## src/rtl/dvs_ravens_pkg.sv

```systemverilog
// Shared types and default widths for the DVS-to-RAVENS event path.
package dvs_ravens_pkg;

  localparam int unsigned DVS_X_ADDR_BITS   = 9;
  localparam int unsigned DVS_Y_ADDR_BITS   = 9;
  localparam int unsigned DVS_AER_BITS      = 10;
  localparam int unsigned DVS_TS_BITS       = 32;
  localparam int unsigned DVS_CLK_FREQ_MHZ  = 100;
  localparam int unsigned DVS_SYNC_STAGES   = 2;
  localparam int unsigned DVS_SETTLE_CYCLES = 6;
  localparam int unsigned DVS_FIFO_DEPTH    = 16;

  // Event layout at default widths; the receiver packs the same field order.
  typedef struct packed {
    logic [DVS_X_ADDR_BITS-1:0] x;
    logic [DVS_Y_ADDR_BITS-1:0] y;
    logic [DVS_TS_BITS-1:0]     timestamp;
    logic                       polarity;
  } aer_event_t;

  typedef enum logic [2:0] {
    StIdle,
    StSettle,
    StCapture,
    StAckHi,
    StAckLo
  } aer_rx_state_t;

endpackage

```

## src/rtl/aer_event_fifo.sv

```systemverilog
// Synchronous event FIFO; head is read combinationally from storage.
module aer_event_fifo #(
  parameter int unsigned Width = 8,
  parameter int unsigned Depth = 16
) (
  input  logic             clk_i,
  input  logic             rst_ni,
  input  logic             push_i,
  input  logic [Width-1:0] wdata_i,
  input  logic             pop_i,
  output logic [Width-1:0] rdata_o,
  output logic             empty_o,
  output logic             full_o
);

  localparam int unsigned AddrW = $clog2(Depth);

  logic [AddrW:0]   wptr_q, rptr_q;
  logic [Width-1:0] mem_q [Depth];
  logic             push_ok, pop_ok;

  assign empty_o = (wptr_q == rptr_q);
  // Same index with differing wrap bits means the writer lapped the reader.
  assign full_o  = (wptr_q[AddrW] != rptr_q[AddrW]) &&
                   (wptr_q[AddrW-1:0] == rptr_q[AddrW-1:0]);
  assign pop_ok  = pop_i && !empty_o;
  assign push_ok = push_i && (!full_o || pop_ok);
  assign rdata_o = mem_q[rptr_q[AddrW-1:0]];

  always_ff @(posedge clk_i or negedge rst_ni) begin
    if (!rst_ni) begin
      wptr_q <= '0;
      rptr_q <= '0;
      for (int i = 0; i < int'(Depth); i++) begin
        mem_q[i] <= '0;
      end
    end else begin
      if (push_ok) begin
        mem_q[wptr_q[AddrW-1:0]] <= wdata_i;
        wptr_q <= wptr_q + (AddrW+1)'(1);
      end
      if (pop_ok) begin
        rptr_q <= rptr_q + (AddrW+1)'(1);
      end
    end
  end

endmodule

```

## src/rtl/dvs_aer_event_receiver.sv

```systemverilog
// AER receiver: synchronised REQ, settle window, Y/X word handshake, timestamped event FIFO.
module dvs_aer_event_receiver
  import dvs_ravens_pkg::*;
#(
  parameter int unsigned X_BITS        = DVS_X_ADDR_BITS,
  parameter int unsigned Y_BITS        = DVS_Y_ADDR_BITS,
  parameter int unsigned AER_BITS      = DVS_AER_BITS,
  parameter int unsigned TS_BITS       = DVS_TS_BITS,
  parameter int unsigned CLK_FREQ_MHZ  = DVS_CLK_FREQ_MHZ,
  parameter int unsigned SYNC_STAGES   = DVS_SYNC_STAGES,
  parameter int unsigned SETTLE_CYCLES = DVS_SETTLE_CYCLES,
  parameter int unsigned FIFO_DEPTH    = DVS_FIFO_DEPTH,
  parameter bit          DROP_ON_FULL  = 1'b1
) (
  input  logic                clk,
  input  logic                rst_n,
  input  logic [AER_BITS-1:0] aer,
  input  logic                xsel,
  input  logic                req,
  output logic                ack,
  output logic [X_BITS-1:0]   event_x,
  output logic [Y_BITS-1:0]   event_y,
  output logic [TS_BITS-1:0]  event_timestamp,
  output logic                event_polarity,
  output logic                event_valid,
  input  logic                event_ready,
  output logic [15:0]         drop_count
);

  localparam int unsigned EventW  = X_BITS + Y_BITS + TS_BITS + 1;
  localparam int unsigned PrescW  = (CLK_FREQ_MHZ > 1) ? $clog2(CLK_FREQ_MHZ) : 1;
  localparam int unsigned SettleW = $clog2(SETTLE_CYCLES + 1);
  localparam logic [PrescW-1:0]  PrescLast  = PrescW'(CLK_FREQ_MHZ - 1);
  localparam logic [SettleW-1:0] SettleLast = SettleW'(SETTLE_CYCLES - 1);

  aer_rx_state_t state_q, state_d;

  logic [SYNC_STAGES-1:0] req_sync_q;
  logic                   req_synced;
  logic [PrescW-1:0]      presc_q;
  logic [TS_BITS-1:0]     ts_q, stamp_q, ts_lat_q, ev_ts;
  logic [SettleW-1:0]     settle_q;
  logic [Y_BITS-1:0]      row_q;
  logic                   ts_latched_q;
  logic [15:0]            drop_q;
  logic                   capture_x, fifo_push, fifo_pop, drop_evt;
  logic                   fifo_full, fifo_empty;
  logic [EventW-1:0]      fifo_wdata, fifo_rdata;

  assign req_synced = req_sync_q[SYNC_STAGES-1];

  always_ff @(posedge clk or negedge rst_n) begin
    if (!rst_n) begin
      req_sync_q <= '0;
      presc_q    <= '0;
      ts_q       <= '0;
    end else begin
      req_sync_q <= {req_sync_q[SYNC_STAGES-2:0], req};
      if (presc_q == PrescLast) begin
        presc_q <= '0;
        ts_q    <= ts_q + TS_BITS'(1);
      end else begin
        presc_q <= presc_q + PrescW'(1);
      end
    end
  end

  // FSM state register.
  always_ff @(posedge clk or negedge rst_n) begin
    if (!rst_n) begin
      state_q <= StIdle;
    end else begin
      state_q <= state_d;
    end
  end

  always_comb begin
    state_d = state_q;
    unique case (state_q)
      StIdle:    if (req_synced) state_d = StSettle;
      StSettle:  if (settle_q == SettleLast) state_d = StCapture;
      StCapture: if (!xsel || fifo_push || drop_evt) state_d = StAckHi;
      StAckHi:   if (!req_synced) state_d = StAckLo;
      StAckLo:   state_d = StIdle;
      default:   state_d = StIdle;
    endcase
  end

  always_comb begin
    capture_x = (state_q == StCapture) && xsel;
    ack       = (state_q == StAckHi);
    fifo_push = capture_x && (!fifo_full || fifo_pop);
    // Without drop mode a full FIFO simply holds the FSM in capture.
    drop_evt  = capture_x && fifo_full && !fifo_pop && DROP_ON_FULL;
  end

  always_ff @(posedge clk or negedge rst_n) begin
    if (!rst_n) begin
      stamp_q      <= '0;
      settle_q     <= '0;
      row_q        <= '0;
      ts_lat_q     <= '0;
      ts_latched_q <= 1'b0;
      drop_q       <= '0;
    end else begin
      if (state_q == StIdle && req_synced) begin
        stamp_q  <= ts_q;
        settle_q <= '0;
      end else if (state_q == StSettle) begin
        settle_q <= settle_q + SettleW'(1);
      end
      if (state_q == StCapture && !xsel) begin
        row_q        <= aer[Y_BITS-1:0];
        ts_lat_q     <= stamp_q;
        ts_latched_q <= 1'b1;
      end else if (fifo_push || drop_evt) begin
        ts_latched_q <= 1'b0;
      end
      if (drop_evt && drop_q != 16'hFFFF) begin
        drop_q <= drop_q + 16'd1;
      end
    end
  end

  assign ev_ts      = ts_latched_q ? ts_lat_q : stamp_q;
  assign fifo_wdata = {aer[X_BITS:1], row_q, ev_ts, aer[0]};
  assign fifo_pop   = event_valid && event_ready;

  aer_event_fifo #(
    .Width(EventW),
    .Depth(FIFO_DEPTH)
  ) u_fifo (
    .clk_i  (clk),
    .rst_ni (rst_n),
    .push_i (fifo_push),
    .wdata_i(fifo_wdata),
    .pop_i  (fifo_pop),
    .rdata_o(fifo_rdata),
    .empty_o(fifo_empty),
    .full_o (fifo_full)
  );

  assign event_valid = !fifo_empty;
  assign drop_count  = drop_q;
  assign {event_x, event_y, event_timestamp, event_polarity} = fifo_rdata;

endmodule

```

## config.mk

```make
export PLATFORM = sky130hd
export DESIGN_NAME = dvs_aer_event_receiver
export DESIGN_NICKNAME = d
export VERILOG_FILES = /design/src/rtl/dvs_ravens_pkg.sv /design/src/rtl/aer_event_fifo.sv /design/src/rtl/dvs_aer_event_receiver.sv
export SDC_FILE = /design/constraint.sdc
export NUM_CORES = 2
export LEC_CHECK = 0
export BUFFER_PORTS_ARGS = -buffer_cell sky130_fd_sc_hd__buf_2
export CORE_MARGIN = 8
export CORE_UTILIZATION = 50
export CTS_BUF_LIST = sky130_fd_sc_hd__clkbuf_4 sky130_fd_sc_hd__clkbuf_8
export DETAILED_ROUTE_END_ITERATION = 6
export GPL_TIMING_DRIVEN = 0
export HOLD_SLACK_MARGIN = 0.06
export PLACE_DENSITY = 0.7
export SYNTH_ARGS = -nofsm -noshare
export SYNTH_HDL_FRONTEND = slang
export SYNTH_HIERARCHICAL = 1
export SYNTH_SLANG_ARGS = --single-unit
```

## constraint.sdc

```tcl
create_clock -name clk -period 4.1 [get_ports clk]
set_input_delay 0.41 -clock clk [delete_from_list [all_inputs] [get_ports clk]]
set_output_delay 0.41 -clock clk [all_outputs]
set_load 0.03 [all_outputs]
```

==> impl_metrics.tcl <==
set metrics [dict create \
    start_kind "flip-flop" \
    gp_congestion 0.7880 \
    fin_crit_sh 0.9729 \
    finalClockSkew_ns 0.03265 \
    drive_above_1_share 0.5230 \
    synthArstFlopShare 1.000 \
    design.core.area_um2 86480 \
    slew_violations 0 \
    cts.clk_slew.worst_paths_ns 0.06 \
    worstPathMaxFanout 10 \
    synth_cell_type_count 57 \
    postSynthNetCount 2794 \
    ir_drop_v 0.0003118 \
    final_cell_mix "963 x dfrtp_1, 894 x mux2_2, 204 x mux4_2, 198 x clkbuf_8, 147 x buf_2" \
    dieArea_um2 96580 \
    layout.cells.non_filler 4314 \
    synth_top_area_frac 0.5547 \
    grt_pass1_vias 28060 \
    die_w_um 310.8 \
    numPortBuffers 83 \
    cp-end-kind "flip-flop" \
    synthCells 2769 \
    grt_max_degree 133 \
    dp_slack_ns 0.09927 \
    syn_area_per_cell_um2 15.69 \
    r2r_cells 11 \
    via_per_inst 5.852 \
    slew_headroom 0.2477 \
    routedWlPerCell_um 24.52 \
    yosys.area.top_type "dfrtp_1" \
    cts-htree-levels 4 \
    antenna_found_initial 4 \
    status "complete, no violations" \
    cts_made_buffers 159 \
    synthTopCellsByArea "dfrtp_1 55%, mux2_2 23%, mux4_2 11%" \
    routed-via-count 25250 \
    tightest_slew_ns 1.128 \
    fin_crit_ns 3.989 \
    routed_wl_mm 105.8 \
    grt_pass1_wl_mm 166.6 \
    ys.flop_type "dfrtp_1" \
    layout_setup_ws_ns 0.1109 \
    synth-edff-count 0 \
    netlist_area_um2 43440 \
    whs_ns 0.2131 \
    dr.pass1.iters 5 \
    ant_nets 0 \
    area_delta_synth_final_pct 13.20 \
    power_uw 23560 \
    grtUsageTotal 0.2202 \
    gr-total-overflow 0 \
    setup_viol 0 \
    rsz0062_at_grt "false" \
    yosys_warnings 6 \
    worst-setup-path-type "flip-flop to flip-flop" \
    hold_viol 0 \
    numClockSinks 963 \
    dp_cells 4015 \
    drv_cap 0 \
    route.detailed.drc 0 \
    ys_ff_latch 963 \
    hp-class "input pin to asynchronous set/reset pin" \
    drtIter0Drc 1556 \
    die_h_um 310.8 \
    rows 108 \
    cp.required_ns 4.77 \
    p_leak_uw 0.02412 \
    clockBufferDepth 3 \
    final_common_cell "dfrtp_1" \
    root_buffer "clkbuf_8" \
    dp_hpwl_mm 71.20 \
    nets 3060 \
    insertion_delay_ns 0.82 \
    powerDensity_nw_per_um2 479.1 \
    initial_core_util 0.5023 \
    postCtsSetupBuffers 0 \
    cts_tree "done" \
    ioPinCount 84 \
    fmax_mhz 250.7 \
    yosysSeqAreaShare 0.5547 \
    crit_arrival_ns 4.66 \
]
cell families after synthesis:
| group | count (synthesis) | synth area share |
|---|---|---|
| flip-flops | 963 | 0.5547 |
| AND/OR/NAND/NOR | 225 | 0.02768 |
| XOR/XNOR | 62 | 0.01250 |
| buffers and inverters | 240 | 0.03059 |
| multiplexers | 1130 | 0.3466 |
| adder cells (fa/ha/maj) | 10 | 0.002880 |
| AO/OA/AOI/OAI | 139 | 0.02506 |
registers in the layout (all words and copies together), names as in the netlist:
signal         cells
drop_count        16
presc_q            7
req_sync_q         2
row_q              9
settle_q           3
stamp_q           32
state_q            3
ts_lat_q          32
ts_latched_q       1
ts_q              32
u_fifo/mem_q     816
u_fifo/rptr_q      5
u_fifo/wptr_q      5
synth_stat cells (3+ instances only):
cell	instances
nand3_1	16
clkbuf_2	3
nor3_1	17
nand2_1	98
clkbuf_1	95
a21oi_1	6
o21ai_0	7
a21oi_2	9
and3_1	7
xnor2_1	22
and2_1	10
and4_1	5
mux2_4	10
nand4_1	15
a22oi_1	102
nor2b_1	5
mux4_2	204
inv_1	14
mux2_1	21
ha_1	10
nor4_1	16
mux2_2	894
buf_2	75
a21oi_4	7
buf_1	10
xor2_1	40
buf_6	40
nor2_1	13
dfrtp_1	963
critical path: stages (launching register included):
cell and delay (ns):
dfrtp_1 0.35, buf_2 0.39, xnor2_1 0.16, nand4_1 0.24, nor2_1 0.16, nand2b_1 0.33, a21oi_1 0.35, and2_1 0.28
nand2_1 0.09, a21oi_2 0.64, buf_2 0.48, mux2_2 0.39
worst paths after layout:
path,slack [ns],end,start
worst max-delay path,0.11,u_fifo/mem_q[248],u_fifo/rptr_q[0]
worst min-delay path,0.21,u_fifo/mem_q[575],rst_n
worst max register to register,0.11,u_fifo/mem_q[248],u_fifo/rptr_q[0]
worst min register to register,0.35,req_sync_q[1],req_sync_q[0]
max in group asynchronous,2.13,u_fifo/mem_q[757],rst_n
min in group clk,0.27,req_sync_q[0],req
power by group:
group / switching [µW] / internal, µW / leakage (µW)
clock: 3810 / 4930 / 0.00181
combinational: 3080 / 1680 / 0.00892
sequential: 240 / 9820 / 0.0134
repair_timing:
action                                  4_1_cts  5_1_grt
endpoints found under the setup margin       51       59
gates resized for setup                      35        5
endpoints found under the hold margin       436        0
hold buffers                                 14        0
through the flow:
stage          instance area (µm²)   TNS (ns)    util
3_5_place_dp                 45530          0  0.5265
3_3_place_gp                 45300          -  0.5239
2_1_floorplan                43440          0       -
5_1_grt                      49170          0  0.5686
4_1_cts                      49160  -0.003905  0.5684
6_report                     49180          0  0.5686
metal layers:
| metal | wire length (µm) | part of all wire | vias to the layer above | track usage |
|---|---|---|---|---|
| li1 | - | - | 10810 | - |
| met1 | 43730 | 0.41 | 13540 | 0.2813 |
| met2 | 52020 | 0.49 | 657 | 0.3599 |
| met3 | 6321 | 0.060 | 236 | 0.05583 |
| met4 | 3686 | 0.035 | 4 | 0.08806 |
| met5 | 23 | 0.00022 | - | 0 |
final cells by class:
| cell class | count | area (µm²) |
|---|---|---|
| Clock inverter | 30 | 259.0 |
| Multi-Input combinational cell | 1566 | 18030 |
| Timing Repair Buffer | 105 | 795.8 |
| Clock buffer | 253 | 3132 |
| Antenna cell | 2 | 5.005 |
| Fill cell | 6679 | 37310 |
| Buffer | 226 | 1363 |
| Sequential cell | 963 | 24100 |
| Tap cell | 1155 | 1445 |
| Inverter | 14 | 52.55 |
(Power assumes the default switching activity.)
